==> src/rtl/sort4_stream_ctrl.sv <==
`default_nettype none
// ============================================================================
//  Module   : sort4_stream_ctrl
//  Brief    : Collects up to four bytes from a valid/ready stream, pads short
//             groups, drives an external 4-input sort network through
//             registered lines, captures the sorted result and streams the
//             real elements back out in ascending order.
//  Revision : 1.0  initial release
// ============================================================================
module sort4_stream_ctrl #(
    parameter int            W   = 8,
    parameter logic [W-1:0]  PAD = {W{1'b1}}
) (
    input  logic         clk,
    input  logic         rst_n,
    input  logic [W-1:0] in_data,
    input  logic         in_valid,
    input  logic         in_last,
    output logic         in_ready,
    output logic [W-1:0] sort_in1,
    output logic [W-1:0] sort_in2,
    output logic [W-1:0] sort_in3,
    output logic [W-1:0] sort_in4,
    input  logic [W-1:0] sort_out1,
    input  logic [W-1:0] sort_out2,
    input  logic [W-1:0] sort_out3,
    input  logic [W-1:0] sort_out4,
    output logic [W-1:0] out_data,
    output logic         out_valid,
    output logic         out_last,
    input  logic         out_ready,
    output logic         busy
);

    typedef enum logic [1:0] {
        FILL  = 2'd0,
        SORT  = 2'd1,
        DRAIN = 2'd2
    } state_t;

    state_t         state_q, state_d;
    logic [2:0]     cnt_q, cnt_d;        // elements collected, 0..4
    logic [1:0]     idx_q, idx_d;        // result index being presented
    logic [2:0]     n_q, n_d;            // real elements in the group, 1..4
    logic           last_flag_q, last_flag_d;
    logic [W-1:0]   slot_q [4];
    logic [W-1:0]   slot_d [4];
    logic [W-1:0]   res_q  [4];
    logic [W-1:0]   res_d  [4];
    logic           out_valid_q, out_valid_d;
    logic           out_last_q, out_last_d;
    logic [W-1:0]   out_data_q, out_data_d;

    logic           accept;
    logic           close_grp;
    logic [1:0]     idx_nxt;

    assign in_ready  = (state_q == FILL);
    assign accept    = in_valid && in_ready;
    // A group closes on the fourth element or on any accepted in_last.
    assign close_grp = accept && (in_last || (cnt_q == 3'd3));
    assign idx_nxt   = idx_q + 2'd1;

    assign sort_in1  = slot_q[0];
    assign sort_in2  = slot_q[1];
    assign sort_in3  = slot_q[2];
    assign sort_in4  = slot_q[3];
    assign out_data  = out_data_q;
    assign out_valid = out_valid_q;
    assign out_last  = out_last_q;
    assign busy      = (state_q != FILL) || (cnt_q != 3'd0);

    // Next-state and next-register computation for the fill/sort/drain sequence.
    always_comb begin
        state_d     = state_q;
        cnt_d       = cnt_q;
        idx_d       = idx_q;
        n_d         = n_q;
        last_flag_d = last_flag_q;
        slot_d      = slot_q;
        res_d       = res_q;
        out_valid_d = out_valid_q;
        out_last_d  = out_last_q;
        out_data_d  = out_data_q;

        unique case (state_q)
            FILL: begin
                if (accept) begin
                    cnt_d = cnt_q + 3'd1;
                    // Write the new element; on close, fill the unused tail
                    // with PAD so it sorts behind every real value.
                    for (int i = 0; i < 4; i++) begin
                        if (3'(i) == cnt_q) begin
                            slot_d[i] = in_data;
                        end else if (close_grp && (3'(i) > cnt_q)) begin
                            slot_d[i] = PAD;
                        end
                    end
                    if (close_grp) begin
                        n_d         = cnt_q + 3'd1;
                        last_flag_d = in_last;
                        state_d     = SORT;
                    end
                end
            end
            SORT: begin
                // Network inputs have been stable for a full cycle.
                res_d[0]    = sort_out1;
                res_d[1]    = sort_out2;
                res_d[2]    = sort_out3;
                res_d[3]    = sort_out4;
                idx_d       = 2'd0;
                out_valid_d = 1'b1;
                out_data_d  = sort_out1;
                out_last_d  = last_flag_q && (n_q == 3'd1);
                state_d     = DRAIN;
            end
            DRAIN: begin
                if (out_valid_q && out_ready) begin
                    if ({1'b0, idx_q} == (n_q - 3'd1)) begin
                        out_valid_d = 1'b0;
                        out_last_d  = 1'b0;
                        cnt_d       = 3'd0;
                        state_d     = FILL;
                    end else begin
                        idx_d      = idx_nxt;
                        out_data_d = res_q[idx_nxt];
                        out_last_d = last_flag_q && ({1'b0, idx_nxt} == (n_q - 3'd1));
                    end
                end
            end
            default: begin
                state_d = FILL;
            end
        endcase
    end

    // State and datapath registers with asynchronous active-low reset.
    always_ff @(posedge clk or negedge rst_n) begin
        if (!rst_n) begin
            state_q     <= FILL;
            cnt_q       <= 3'd0;
            idx_q       <= 2'd0;
            n_q         <= 3'd0;
            last_flag_q <= 1'b0;
            for (int i = 0; i < 4; i++) begin
                slot_q[i] <= '0;
                res_q[i]  <= '0;
            end
            out_valid_q <= 1'b0;
            out_last_q  <= 1'b0;
            out_data_q  <= '0;
        end else begin
            state_q     <= state_d;
            cnt_q       <= cnt_d;
            idx_q       <= idx_d;
            n_q         <= n_d;
            last_flag_q <= last_flag_d;
            slot_q      <= slot_d;
            res_q       <= res_d;
            out_valid_q <= out_valid_d;
            out_last_q  <= out_last_d;
            out_data_q  <= out_data_d;
        end
    end

endmodule
`default_nettype wire
==> config.mk <==
export PLATFORM = sky130hd
export DESIGN_NAME = sort4_stream_ctrl
export DESIGN_NICKNAME = d
export VERILOG_FILES = /design/src/rtl/sort4_stream_ctrl.sv
export SDC_FILE = /design/constraint.sdc
export NUM_CORES = 1
export LEC_CHECK = 0
export CORE_MARGIN = 4
export CORE_UTILIZATION = 40
export CTS_BUF_LIST = sky130_fd_sc_hd__clkbuf_16
export DETAILED_ROUTE_END_ITERATION = 12
export PLACE_DENSITY = 0.68
export RECOVER_POWER = 100
export SYNTH_ARGS = -nofsm -noshare
export SYNTH_HDL_FRONTEND = slang
export SYNTH_SLANG_ARGS = --single-unit
export TNS_END_PERCENT = 50
==> constraint.sdc <==
create_clock -name clk -period 2.03 [get_ports clk]
set_clock_uncertainty 0.1 [all_clocks]
set_input_delay 0.3045 -clock clk [delete_from_list [all_inputs] [get_ports clk]]
set_output_delay 0.3045 -clock clk [all_outputs]
set_load 0.005 [all_outputs]
==> results.tsv <==
metric	value	unit
critical path capture point type	flip-flop	
unrepaired setup endpoints after global routing	no	
vias per cell	5.10	
row count	35	
CTS tree	done	
Antenna Cells	0	
count leader, synth	dfrtp_1	
placed cells	503	
Worst-Margin Slew	0.977	ns
nets	442	
hold slack	0.385	ns
Setup violations, final	0	
Die Ht	106	microns
vias in the first global route	2788	
Final WS setup	0.0899	ns
Final Hold Fails	0	
ys async rst share	100	%
count of pins over their slew limit	0	
CTS buffer count	9	
IO Pins	89	
vias	2655	
I/O Buffers	88	
total track usage	15.9	%
dpl hpwl	6280	microns
Fillers	772	
DRT Pass-1 Iters	4	
pwr/cell area	1540	nW/um^2
Peak VDD IR	0.000630	V
Post-DP Area	4990	sq um
worst-path fanout max	9	
max cap viols	0	
Reg2Reg Setup Slack	0.09	ns
post-synthesis sequential area ratio	55.4	%
initial drt markers	91	
final instance area	5340	sq um
crit path launch type	flip-flop	
gpl congestion	0.786	
TritonCTS Sinks	85	
Core ar.	9280	sq um
Worst-path clk slew	0.07	ns
clk_lat worst skew	0.33	ns
die width	106	microns
H-tree Lvls	3	
Yosys warnings	0	
synthesized area per cell	14.0	sq um
outcome	finished clean	
Commonest cells post-synth	85 x dfrtp_1, 51 x mux2_2, 32 x o22a_1	
EDFF count, synth	0	
Worst Path Required	2.14	ns
wire per inst	16.3	microns
syn_nets	329	
Antenna Nets Post-Route	0	
global-route wire length before repair	14200	microns
Mapped Area	3840	sq um
Starting Density	41.3	%
Residual DRC	0	
area leader, netlist	dfrtp_1	
Synth-to-Final Area Change	39.2	%
die area	11200	sq um
routed wire length	8500	microns
Mapped Cells	274	
initial antenna violation count	0	
crit path launch	n_q[1]	
CTS max path bufs	2	
Hold Crit Start	sort_in1[4]	
final period utilization	95.6	%
WP data arrival	2.05	ns
gr ovfl total	0	
Pleak	2.13	nW
Setup WS pre-CTS	-0.0545	ns
worst hold-check path type	flip-flop to flip-flop	
clock root cell	clkbuf_16	
worst r2r src	n_q[1]	
max_slew headroom	34.9	%
Primary FF master, synth	dfrtp_1	
pin count of the biggest net entering global routing	39	
synth top area cells	dfrtp_1 55%, mux2_2 15%, o22a_1 7.3%	
Unique masters post-synth	43	
setup TNS	0	ns
top cell type's share of synthesized area	55.4	%
#FFs+latches synth	85	
Final min period	1.94	ns
Non-Filler Instances	521	
Setup Crit Path Kind	flip-flop to flip-flop	
share of layout cells above drive strength 1	28.1	%
Peak Freq	515	MHz
routing by layer:
layer  part of all wire (%)  track usage [%]  wire length (microns)
met4                   0.82             4.72                     70
met3                    6.4             4.25                    545
met5                      0                0                      0
met2                     47             25.3                   3990
met1                     46             21.3                   3890
path summary, 6_finish.rpt:
path / depth (start not counted) / endpoint
worst max-delay path: 7 / out_data[5]
worst min-delay path: 1 / sort_in1[4]
worst max register to register: 7 / out_data[5]
worst min register to register: 1 / sort_in1[4]
max in group asynchronous: 3 / out_data[5]
min in group asynchronous: 2 / sort_in2[0]
layout make-up:
| type | count | area (sq um) | share of cell area [%] |
|---|---|---|---|
| Multi-Input combinational cell | 168 | 1640 | 30.7 |
| Clock inverter | 7 | 76.3 | 1.43 |
| Timing Repair Buffer | 113 | 1070 | 20.1 |
| Tap cell | 129 | 161 | 3.02 |
| Sequential cell | 85 | 2130 | 39.8 |
| Inverter | 10 | 37.5 | 0.703 |
| Clock buffer | 9 | 225 | 4.22 |
flip-flops by register name, summed over array words and instances, names as in the netlist:
name and cells:
sort_in2 8, sort_in4 8, out_data 8, sort_in1 8
out_valid 1, state_q 2, n_q 3, res_q 32
out_last 1, cnt_q 3, last_flag_q 1, idx_q 2
sort_in3 8
stage by stage:
stage               util [%]  total power [mW]
global placement        53.8              6.55
CTS                     57.6              8.47
finish                  57.5              8.20
global route            57.5              8.78
floorplan                  -              5.07
detailed placement      53.8              6.67
placed cells by master, fill, tap and decap left out, drive strengths merged, types with 2 or more instances in the layout:
cell / instances
a41o: 2
nand3: 5
clkinv: 2
xor2: 3
buf: 17
ha: 10
xnor2: 2
a31oi: 3
and3b: 2
o211ai: 2
dfrtp: 85
mux2: 51
a21oi: 5
nor3: 4
nor2: 4
nor2b: 2
clkdlybuf4s50: 44
nand2: 10
o22a: 32
mux2i: 2
mux4: 8
dlygate4sd3: 43
inv: 15
o21ai: 7
clkbuf: 17
critical path, cell delays in order (launching register included):
cell	delay, ns
dfrtp_1	0.34
inv_1	0.08
ha_4	0.29
xor2_2	0.18
nand3_2	0.14
a31oi_4	0.21
buf_12	0.15
mux2_2	0.34
where the power goes:
part	switching (mW)	internal (mW)
logic	1.44	2.19
clock network	0.751	0.877
registers	0.432	2.51
cells by family after synthesis:
group | Yosys count | share of synthesized area, %
buffers and inverters | 21 | 2.77
multiplexers | 61 | 20.3
flip-flops | 85 | 55.4
AND/OR/NAND/NOR | 34 | 4.83
adder cells (fa/ha/maj) | 10 | 3.26
XOR/XNOR | 5 | 1.14
AO/OA/AOI/OAI | 58 | 12.3
repair_timing:
item | 4_1_cts | 5_1_grt
hold buffers | 1 | 0
pin swaps | 1 | 0
buffers inserted | 1 | 0
setup endpoints to repair | 10 | 10
resized for setup | 9 | 2
hold endpoints to repair | 36 | 0
(Power assumes the default switching activity.)
